**src/rtl/mist_audio_pkg.sv**
```systemverilog
// Shared definitions for the MiST sigma-delta audio DAC.
//   sd_state_t  : soft-mute ramp states
//   LFSR_SEED   : reset value of the dither LFSR
//   LFSR_TAPS   : Galois feedback mask for taps 16,14,13,11
//   to_offset() : two's-complement to offset-binary conversion
package mist_audio_pkg;

  typedef enum logic [1:0] {
    MUTED,
    RAMP_UP,
    PLAY,
    RAMP_DOWN
  } sd_state_t;

  localparam int unsigned MAX_WIDTH = 24;

  localparam logic [15:0] LFSR_SEED = 16'hACE1;
  localparam logic [15:0] LFSR_TAPS = 16'hB400;

  // Inverting the sample MSB maps two's complement onto offset binary.
  function automatic logic [MAX_WIDTH-1:0] to_offset(input logic signed_in,
                                                     input logic [MAX_WIDTH-1:0] x,
                                                     input int unsigned width);
    logic [MAX_WIDTH-1:0] r;
    r = x;
    if (signed_in) r[width-1] = ~r[width-1];
    return r;
  endfunction

endpackage

```
**src/rtl/mist_sd_mod.sv**
```systemverilog
// One sigma-delta channel: sample hold, gain stage and 1st/2nd order modulator.
// Optional dither input when MIST_SD_DAC_DITHER_EN is defined.
// Ports:
//   clk_sys, reset : clock, asynchronous active-high reset
//   sample_stb     : latch u into the hold register
//   u              : offset-binary sample
//   gain           : shared ramp gain, 0..2^RAMP_BITS
//   dither         : (optional) 2-bit signed dither, -2..1
//   dout           : 1-bit modulator output
module mist_sd_mod #(
  parameter int unsigned WIDTH     = 16,
  parameter int unsigned ORDER     = 1,
  parameter int unsigned RAMP_BITS = 6
) (
  input  logic                 clk_sys,
  input  logic                 reset,
  input  logic                 sample_stb,
  input  logic [WIDTH-1:0]     u,
  input  logic [RAMP_BITS:0]   gain,
`ifdef MIST_SD_DAC_DITHER_EN
  input  logic [1:0]           dither,
`endif
  output logic                 dout
);

  localparam int unsigned PW = WIDTH + RAMP_BITS + 2;
  localparam logic [WIDTH-1:0] MID = {1'b1, {(WIDTH-1){1'b0}}};

  logic [WIDTH-1:0]     hold;
  logic [WIDTH-1:0]     v;
  logic [WIDTH-1:0]     v_next;
  logic [WIDTH-1:0]     vm;
  logic signed [WIDTH:0] diff;
  logic signed [PW-1:0] diff_x;
  logic signed [PW-1:0] gain_x;
  logic signed [PW-1:0] prod;

  // The scaled result always lies in 0..2^WIDTH-1, so adding midscale
  // modulo 2^WIDTH to the shifted product bits gives the exact value.
  always_comb begin
    diff   = $signed({1'b0, hold}) - $signed({1'b0, MID});
    diff_x = {{(RAMP_BITS+1){diff[WIDTH]}}, diff};
    gain_x = $signed({{(WIDTH+1){1'b0}}, gain});
    prod   = diff_x * gain_x;
    v_next = MID + prod[RAMP_BITS +: WIDTH];
  end

  always_ff @(posedge clk_sys or posedge reset) begin
    if (reset) begin
      hold <= MID;
      v    <= MID;
    end else begin
      if (sample_stb) hold <= u;
      v <= v_next;
    end
  end

`ifdef MIST_SD_DAC_DITHER_EN
  logic signed [WIDTH+1:0] dsum;
  always_comb begin
    dsum = $signed({2'b00, v}) + $signed({{WIDTH{dither[1]}}, dither});
    if (dsum < 0)
      vm = '0;
    else if (dsum > $signed({2'b00, {WIDTH{1'b1}}}))
      vm = '1;
    else
      vm = dsum[WIDTH-1:0];
  end
`else
  assign vm = v;
`endif

  if (ORDER == 1) begin : g_o1
    logic [WIDTH:0] acc;
    always_ff @(posedge clk_sys or posedge reset) begin
      if (reset) acc <= '0;
      else       acc <= {1'b0, acc[WIDTH-1:0]} + {1'b0, vm};
    end
    assign dout = acc[WIDTH];
  end else begin : g_o2
    localparam int unsigned IW = WIDTH + 3;
    localparam logic signed [IW+1:0] IMAX = (IW+2)'((1 << (IW-1)) - 1);
    localparam logic signed [IW+1:0] IMIN = -IMAX - 1;
    localparam logic signed [IW+1:0] FB1  = (IW+2)'((1 << WIDTH) - 1);

    logic signed [IW-1:0] i1, i2, i1_n, i2_n;
    logic signed [IW+1:0] fb, s1, s2;
    logic                 q;

    function automatic logic signed [IW-1:0] sat(input logic signed [IW+1:0] x);
      if (x > IMAX) return IMAX[IW-1:0];
      if (x < IMIN) return IMIN[IW-1:0];
      return x[IW-1:0];
    endfunction

    // Second integrator takes the freshly updated first integrator,
    // giving NTF = (1 - z^-1)^2 with the registered decision.
    always_comb begin
      fb   = q ? FB1 : '0;
      s1   = (IW+2)'(i1) + $signed({2'b00, {(IW-WIDTH){1'b0}}, vm}) - fb;
      i1_n = sat(s1);
      s2   = (IW+2)'(i2) + (IW+2)'(i1_n) - fb;
      i2_n = sat(s2);
    end

    always_ff @(posedge clk_sys or posedge reset) begin
      if (reset) begin
        i1 <= '0;
        i2 <= '0;
        q  <= 1'b0;
      end else begin
        i1 <= i1_n;
        i2 <= i2_n;
        q  <= ~i2_n[IW-1];
      end
    end
    assign dout = q;
  end

endmodule

```
**src/rtl/mist_sd_dac.sv**
```systemverilog
// Multi-channel sigma-delta audio DAC with click-free soft-mute ramp.
// Optional feature macro: MIST_SD_DAC_DITHER_EN (LFSR dither before modulators).
// Ports:
//   clk_sys    : system clock, modulators run every cycle
//   reset      : asynchronous, active-high
//   sample_stb : latch din, advance mute ramp
//   din        : CHANNELS*WIDTH packed samples, channel 0 in LSBs
//   mute_req   : 1 = ramp to silence, 0 = ramp to play
//   dout       : 1-bit output per channel
//   muted      : high in MUTED
//   ramp_busy  : high in RAMP_UP / RAMP_DOWN
module mist_sd_dac
  import mist_audio_pkg::*;
#(
  parameter int unsigned CHANNELS  = 2,
  parameter int unsigned WIDTH     = 16,
  parameter int unsigned ORDER     = 1,
  parameter int unsigned SIGNED_IN = 1,
  parameter int unsigned RAMP_BITS = 6
) (
  input  logic                      clk_sys,
  input  logic                      reset,
  input  logic                      sample_stb,
  input  logic [CHANNELS*WIDTH-1:0] din,
  input  logic                      mute_req,
  output logic [CHANNELS-1:0]       dout,
  output logic                      muted,
  output logic                      ramp_busy
);

  if (ORDER != 1 && ORDER != 2) begin : g_bad_order
    $error("mist_sd_dac: ORDER must be 1 or 2");
  end
  if (WIDTH < 8 || WIDTH > MAX_WIDTH) begin : g_bad_width
    $error("mist_sd_dac: WIDTH must be 8..24");
  end

  localparam logic [RAMP_BITS:0] GMAX = {1'b1, {RAMP_BITS{1'b0}}};

  sd_state_t          state, nxt_dir, nxt_state;
  logic [RAMP_BITS:0] gain, gain_n;

  // Direction is resolved first so a strobe coinciding with a transition
  // steps the gain in the new state's direction.
  always_comb begin
    nxt_dir = state;
    case (state)
      MUTED:     if (!mute_req) nxt_dir = RAMP_UP;
      RAMP_UP:   if (mute_req)  nxt_dir = RAMP_DOWN;
      PLAY:      if (mute_req)  nxt_dir = RAMP_DOWN;
      RAMP_DOWN: if (!mute_req) nxt_dir = RAMP_UP;
      default:   nxt_dir = MUTED;
    endcase

    gain_n = gain;
    if (sample_stb) begin
      if (nxt_dir == RAMP_UP && gain != GMAX)
        gain_n = gain + 1'b1;
      else if (nxt_dir == RAMP_DOWN && gain != '0)
        gain_n = gain - 1'b1;
    end

    nxt_state = nxt_dir;
    if (nxt_dir == RAMP_UP && gain_n == GMAX)
      nxt_state = PLAY;
    else if (nxt_dir == RAMP_DOWN && gain_n == '0)
      nxt_state = MUTED;
  end

  always_ff @(posedge clk_sys or posedge reset) begin
    if (reset) begin
      state     <= MUTED;
      gain      <= '0;
      muted     <= 1'b1;
      ramp_busy <= 1'b0;
    end else begin
      state     <= nxt_state;
      gain      <= gain_n;
      muted     <= (nxt_state == MUTED);
      ramp_busy <= (nxt_state == RAMP_UP) || (nxt_state == RAMP_DOWN);
    end
  end

`ifdef MIST_SD_DAC_DITHER_EN
  logic [15:0] lfsr;
  always_ff @(posedge clk_sys or posedge reset) begin
    if (reset) lfsr <= LFSR_SEED;
    else       lfsr <= (lfsr >> 1) ^ (lfsr[0] ? LFSR_TAPS : 16'h0000);
  end
`endif

  for (genvar c = 0; c < CHANNELS; c++) begin : g_ch
    logic [MAX_WIDTH-1:0] off;
    assign off = to_offset(SIGNED_IN != 0, MAX_WIDTH'(din[c*WIDTH +: WIDTH]), WIDTH);

`ifdef MIST_SD_DAC_DITHER_EN
    logic [15:0] rot;
    assign rot = (lfsr >> (c % 16)) | (lfsr << ((16 - (c % 16)) % 16));
`endif

    mist_sd_mod #(
      .WIDTH     (WIDTH),
      .ORDER     (ORDER),
      .RAMP_BITS (RAMP_BITS)
    ) u_mod (
      .clk_sys    (clk_sys),
      .reset      (reset),
      .sample_stb (sample_stb),
      .u          (off[WIDTH-1:0]),
      .gain       (gain),
`ifdef MIST_SD_DAC_DITHER_EN
      .dither     (rot[1:0]),
`endif
      .dout       (dout[c])
    );
  end

endmodule

```
**config.mk**
```make
export PLATFORM = sky130hd
export DESIGN_NAME = mist_sd_dac
export DESIGN_NICKNAME = d
export VERILOG_FILES = /design/src/rtl/mist_audio_pkg.sv /design/src/rtl/mist_sd_mod.sv /design/src/rtl/mist_sd_dac.sv
export SDC_FILE = /design/constraint.sdc
export NUM_CORES = 1
export LEC_CHECK = 0
export BUFFER_PORTS_ARGS = -buffer_cell sky130_fd_sc_hd__buf_2
export CAP_MARGIN = 5
export CORE_MARGIN = 2
export CORE_UTILIZATION = 50
export DETAILED_ROUTE_END_ITERATION = 7
export PLACE_DENSITY = 0.66
export REMOVE_ABC_BUFFERS = 1
export SYNTH_ARGS = -nofsm -noshare
export SYNTH_HDL_FRONTEND = slang
export SYNTH_SLANG_ARGS = --single-unit
```
**constraint.sdc**
```tcl
create_clock -name clk_sys -period 5.96 [get_ports clk_sys]
set_clock_uncertainty 0.2 [all_clocks]
set_input_delay 1.192 -clock clk_sys [delete_from_list [all_inputs] [get_ports clk_sys]]
set_output_delay 1.192 -clock clk_sys [all_outputs]
set_load 0.02 [all_outputs]
```
==> results of run 1 <==
-- layer usage --
layer / global-route usage / wire, um
met3: 0.0276 / 852
met5: 0 / 0
met4: 0.0377 / 172
met1: 0.275 / 10600
met2: 0.300 / 10300
-- flip-flops by register name, indices dropped and copies added, names as in the netlist --
signal               flops
g_ch.u_mod.hold         32
g_ch.u_mod.v            32
gain                     7
g_ch.u_mod.g_o1.acc     34
muted                    1
state                    2
-- critical path, cell delays in order, from the launching register on --
cell	delay [ns]
dfrtp_1	0.66
buf_4	0.32
nand2_1	0.10
fa_1	0.51
inv_1	0.05
fa_1	0.49
fa_1	0.49
inv_1	0.05
fa_1	0.47
inv_1	0.04
ha_1	0.33
o21a_1	0.13
o21a_1	0.18
o41ai_1	0.25
o21bai_1	0.22
o311a_1	0.28
o21bai_1	0.11
a21o_1	0.20
xor2_1	0.14
-- layout by cell type (no fill, tap or decap), drive strengths merged, types with 6 or more instances in the layout --
cell,synthesis,final
clkbuf,24,9
nor2b,8,8
nand3,11,11
xnor2,59,59
xor2,13,13
nand2,72,72
or2,6,6
fa,162,162
and2,159,159
o21a,15,15
a21o,8,8
a21oi,33,33
o21ai,18,18
dfrtp,103,103
mux2,31,31
nor3,19,19
o21bai,7,7
nor2,43,43
inv,231,236
ha,117,117
nand2b,12,12
buf,9,53
-- cell type report --
type,instances,area [sq um],area share
clock inverter,7,65.1,0.00499
clock buffer,9,225,0.0173
multi-input combinational,852,8460,0.649
sequential,108,2710,0.208
tap,324,405,0.0311
timing repair buffer,53,300,0.0230
inverter,231,870,0.0667
-- per-stage QoR --
step,std cells,utilization
5_1_grt,1584,0.539
2_1_floorplan,1191,-
3_3_place_gp,1568,0.527
3_5_place_dp,1568,0.527
6_report,1584,0.539
4_1_cts,1584,0.539
-- cell families after synthesis --
| kind of cell | Yosys count | share of synthesized area |
|---|---|---|
| AND/OR/NAND/NOR | 352 | 0.158 |
| adder cells (fa/ha/maj) | 279 | 0.385 |
| buffers and inverters | 265 | 0.0865 |
| AO/OA/AOI/OAI | 115 | 0.0652 |
| flip-flops | 108 | 0.222 |
| XOR/XNOR | 72 | 0.0528 |
| multiplexers | 34 | 0.0310 |
-- how the worst min path moves through the flow --
stage | start | cells past startpoint | to
after floorplan | g_ch[0].u_mod.v[0]$_DFF_PP0_ | 1 | g_ch[0].u_mod.g_o1.acc[0]$_DFF_PP0_
after global placement | g_ch[1].u_mod.v[0]$_DFF_PP0_ | 1 | g_ch[1].u_mod.g_o1.acc[0]$_DFF_PP0_
after detailed placement | g_ch[0].u_mod.v[0]$_DFF_PP0_ | 1 | g_ch[0].u_mod.g_o1.acc[0]$_DFF_PP0_
after CTS | g_ch[0].u_mod.v[0]$_DFF_PP0_ | 1 | g_ch[0].u_mod.g_o1.acc[0]$_DFF_PP0_
after global routing | g_ch[1].u_mod.g_o1.acc[0]$_DFF_PP0_ | 1 | g_ch[1].u_mod.g_o1.acc[0]$_DFF_PP0_
final | g_ch[0].u_mod.v[0]$_DFF_PP0_ | 1 | g_ch[0].u_mod.g_o1.acc[0]$_DFF_PP0_
==> flow_metrics.tcl, run 1 <==
set metrics [dict create \
    drive_above_1_share 0.0952 \
    endpoint_kind "flip-flop" \
    post_route_minimum_period_ns 5.32 \
    worstPathArrival_ns 5.37 \
    post-route-worst-setup-slack_ns 0.642 \
    hold_buffers 0 \
    finalSetupViolations 0 \
    cts.htree.levels 3 \
    placement.setup.worst_slack_ns 0.648 \
    vias_per_cell 5.04 \
    n_fill_cell 2172 \
    placed_cell_area_sq_mm 0.0127 \
    hpwl_um 17300 \
    worst_ep_required_time_ns 6.01 \
    setup-tns-final_ns 0 \
    layout.cell_area.non_filler_sq_mm 0.0130 \
    crit-reg2reg-launch "gain[3]$_DFF_PP0_" \
    insertedDiodeCount 0 \
    routed_via_count 7987 \
    avgRoutedWirePerCell_um 13.8 \
    buffer_ports.inserted 39 \
    path_max_fanout 16 \
    worstSkewPairLatency_ns 0.36 \
    worst-setup-path-type "flip-flop to flip-flop" \
    number_of_cell_rows 57 \
    clock.fmax_ghz 0.188 \
    die-width_um 160 \
    relSlewSlack 0.290 \
    holdCritPathClass "flip-flop to flip-flop" \
    r2r_slack_ns 0.64 \
    synth_edf_count 0 \
    drt_drc_violations_left 0 \
    post_cts_resized 0 \
    seq_area_frac_synth 0.222 \
    clock_pin_slew_on_the_worst_setup_and_hold_paths_ns 0.08 \
    global_route.usage.total 0.187 \
    gpl.final_weighted_congestion 0.845 \
    period_utilization_post_route 0.892 \
    synth.distinct_cells 71 \
    grt_antenna_before_repair 0 \
    worst_slew_pin_slew_ns 1.06 \
    grt_overflow 0 \
    run_status "finished clean" \
    worst_setup_path_startpoint "gain[3]$_DFF_PP0_" \
    drt-pass1-iter-count 4 \
    synth_warnings 0 \
    flow.area_growth_from_synthesis_pct 6.61 \
    syn_inst 1225 \
    cts-root-to-sink-buffers 2 \
    drt-initial-drc-count 487 \
    syn_area_sq_mm 0.0122 \
    netlist.area_leader.share 0.265 \
    ys_dominant_reg_cell "dfrtp_1" \
    ioPinCount 40 \
    grt_setup_unrepaired "false" \
    die_area_sq_mm 0.0257 \
    nNetsFinal 1570 \
    synth_seq_cells 108 \
    drt-total-wl_um 21900 \
    die_height_um 160 \
    syn_area_cell_sq_um 9.98 \
    timing.critical_path.to "g_ch[1].u_mod.v[13]$_DFF_PP0_" \
    asyncSetResetFlopFracSynth 1.00 \
    postRouteAntennaNets 0 \
    synth.most_common_cell "inv_1" \
    final.hold.worst_slack_ns 0.269 \
    max_cap_viols 0 \
    first_global_vias 8312 \
    cts_tree "built" \
    floorplan.initialDensity 0.506 \
    setup.worst_path.start_class "flip-flop" \
    post_synth_main_area_contributors "fa_1, dfrtp_1, ha_1, and2_1, inv_1" \
    crit-reg2reg-capture "g_ch[1].u_mod.v[13]$_DFF_PP0_" \
    core_sq_mm 0.0242 \
    cts_made_buffers 9 \
    netlist.top_cell.by_area "fa_1" \
    ff2ff_path_depth 18 \
    final_hold_fails 0 \
    post_cts_buffers 0 \
    clk_root_buffer_cell "clkbuf_16" \
    grt_max_degree 60 \
    finalMaxSlewViolations 0 \
    grt_pass1_wl_um 39600 \
    clock_sinks 108 \
    netlist_top_cells_count "inv_1, fa_1, and2_1" \
]
Power of run 1 is not shown: default switching activity piles up to over one toggle a cycle in this logic, so the estimate is an artifact.
==> run 2: changes to the inputs <==
--- a/config.mk
+++ b/config.mk
@@ -7,7 +7,6 @@
 export LEC_CHECK = 0
 export BUFFER_PORTS_ARGS = -buffer_cell sky130_fd_sc_hd__buf_2
 export CAP_MARGIN = 5
-export CORE_MARGIN = 2
 export CORE_UTILIZATION = 50
 export DETAILED_ROUTE_END_ITERATION = 7
 export PLACE_DENSITY = 0.66
==> run 2 against run 1 <==
First-iteration DRC count grew 1.4%; maximum frequency is 1.0% higher; wire length is essentially flat; design area is 0.11% higher; core utilization grew 1.0 points; die area fell by 2.5%; via count is 1.0% higher; final cell count shrank 0.25%; setup slack gained 0.055 ns; non-clock buffer count grew 1; critical path type unchanged; critical endpoint is now g_ch[0].u_mod.v[15]$_DFF_PP1_; highest routed layer unchanged.
==> flow_metrics.tcl, run 2 (synthesis results as in run 1) <==
set metrics [dict create \
    final-instance-count-excl-fill 1580 \
    drt_drc_violations_left 0 \
    holdCritPathClass "flip-flop to flip-flop" \
    core_sq_mm 0.0238 \
    worst-setup-path-type "flip-flop to flip-flop" \
    largest_reg_flops 34 \
    n_fill_cell 2157 \
    drt-initial-drc-count 494 \
    grt_max_degree 70 \
    most_used_cells_in_the_layout_excluding_fill_and_tap_cells "inv_1, fa_1, and2_1" \
    hpwl_um 17200 \
    endpoint_kind "flip-flop" \
    setup-tns-final_ns 0 \
    length_of_routed_met2_wiring_um 10200 \
    hold_buffers 0 \
    global_route.usage.total 0.197 \
    vias_per_cell 5.11 \
    die_area_sq_mm 0.0251 \
    path_max_fanout 17 \
    ioPinCount 40 \
    flow.area_growth_from_synthesis_pct 6.73 \
    cts.htree.levels 3 \
    period_utilization_post_route 0.883 \
    clock_pin_slew_on_the_worst_setup_and_hold_paths_ns 0.07 \
    worst_ep_required_time_ns 6.05 \
    cts-root-to-sink-buffers 2 \
    dp_cells 1564 \
    post_route_minimum_period_ns 5.26 \
    route.layer.met1.wl_um 10900 \
    worstPathArrival_ns 5.36 \
    grt_setup_unrepaired "false" \
    worst_slew_pin_slew_ns 1.02 \
    drive_above_1_share 0.0952 \
    first_global_vias 8198 \
    biggestRegsByFlops "g_ch.u_mod.g_o1.acc x34, g_ch.u_mod.hold x32, g_ch.u_mod.v x32" \
    cts_tree "built" \
    post_cts_resized 0 \
    setup.worst_path.start_class "flip-flop" \
    registers.top_by_ff_count "g_ch.u_mod.g_o1.acc" \
    drt-total-wl_um 22000 \
    layout.cells.most_common "inv_1" \
    max_cap_viols 0 \
    topRoutingLayerUsed "met4" \
    run_status "finished clean" \
    nNetsFinal 1571 \
    post-route-worst-setup-slack_ns 0.697 \
    avgRoutedWirePerCell_um 13.9 \
    insertedDiodeCount 0 \
    grt_overflow 0 \
    postRouteAntennaNets 0 \
    clk_root_buffer_cell "clkbuf_16" \
    grt_pass1_wl_um 38900 \
    floorplan.initialDensity 0.515 \
    gpl.final_weighted_congestion 0.798 \
    grt_antenna_before_repair 0 \
    finalSetupViolations 0 \
    die-width_um 158 \
    cts_made_buffers 9 \
    worstSkewPairLatency_ns 0.36 \
    die_height_um 158 \
    number_of_cell_rows 56 \
    routed_via_count 8068 \
    buffer_ports.inserted 39 \
    finalMaxSlewViolations 0 \
    final_hold_fails 0 \
    final.hold.worst_slack_ns 0.275 \
    drt-pass1-iter-count 5 \
    relSlewSlack 0.320 \
    met3WireLength_um 640 \
    post_cts_buffers 0 \
    clock.fmax_ghz 0.190 \
    placement.setup.worst_slack_ns 0.708 \
    clock_sinks 108 \
]
run 2: cell count changes in the layout (fill, tap and decap cells not counted), sizes merged:
cell | previous run | this run
clkinv | 1 | 2
bufinv | 0 | 1
clkbuf | 9 | 11
buf | 53 | 54
inv | 236 | 232
run 2: path summary, 6_finish.rpt:
path / startpoint / endpoint / slack [ns] / depth (start not counted)
worst max register to register: gain[2]$_DFF_PP0_ / g_ch[0].u_mod.v[15]$_DFF_PP1_ / 0.70 / 18
worst max-delay path: gain[2]$_DFF_PP0_ / g_ch[0].u_mod.v[15]$_DFF_PP1_ / 0.70 / 18
min in group asynchronous: reset / g_ch[1].u_mod.hold[0]$_DFFE_PP0P_ / 0.80 / 2
max in group asynchronous: reset / g_ch[0].u_mod.g_o1.acc[7]$_DFF_PP0_ / 3.71 / 3
worst min register to register: g_ch[1].u_mod.v[0]$_DFF_PP0_ / g_ch[1].u_mod.g_o1.acc[0]$_DFF_PP0_ / 0.27 / 1
worst min-delay path: g_ch[1].u_mod.v[0]$_DFF_PP0_ / g_ch[1].u_mod.g_o1.acc[0]$_DFF_PP0_ / 0.27 / 1
run 2: layout make-up:
type	instances	area, sq um	share of cell area
Multi-Input combinational cell	852	8460	0.648
Sequential cell	108	2710	0.208
Inverter	231	870	0.0667
Tap cell	319	399	0.0306
Timing Repair Buffer	54	308	0.0236
Clock buffer	11	243	0.0186
Clock inverter	5	60.1	0.00460
run 2: routing by layer:
| layer | global-route usage | vias to the layer above |
|---|---|---|
| met5 | 0 | - |
| met4 | 0.0440 | 0 |
| met3 | 0.0278 | 22 |
| met2 | 0.315 | 115 |
| met1 | 0.284 | 4043 |
| li1 | - | 3888 |
run 2: stage by stage:
step	instance area [sq um]	util
2_1_floorplan	12000	-
3_3_place_gp	12700	0.536
3_5_place_dp	12700	0.536
4_1_cts	13000	0.549
5_1_grt	13000	0.549
6_report	13000	0.549
run 2: critical path, cell delays in order (launching register included):
cell and delay [ns]:
dfrtp_1 0.68, buf_4 0.27, nand2_1 0.09, fa_1 0.55, inv_1 0.06, fa_1 0.50
fa_1 0.49, inv_1 0.05, fa_1 0.47, inv_1 0.04, ha_1 0.30, o21ai_1 0.14
nand2b_1 0.09, and4_1 0.20, o21ai_1 0.15, a211oi_1 0.18, a311o_1 0.41, a21oi_1 0.18
xnor2_1 0.13
Power of run 2 is left out for the same reason.
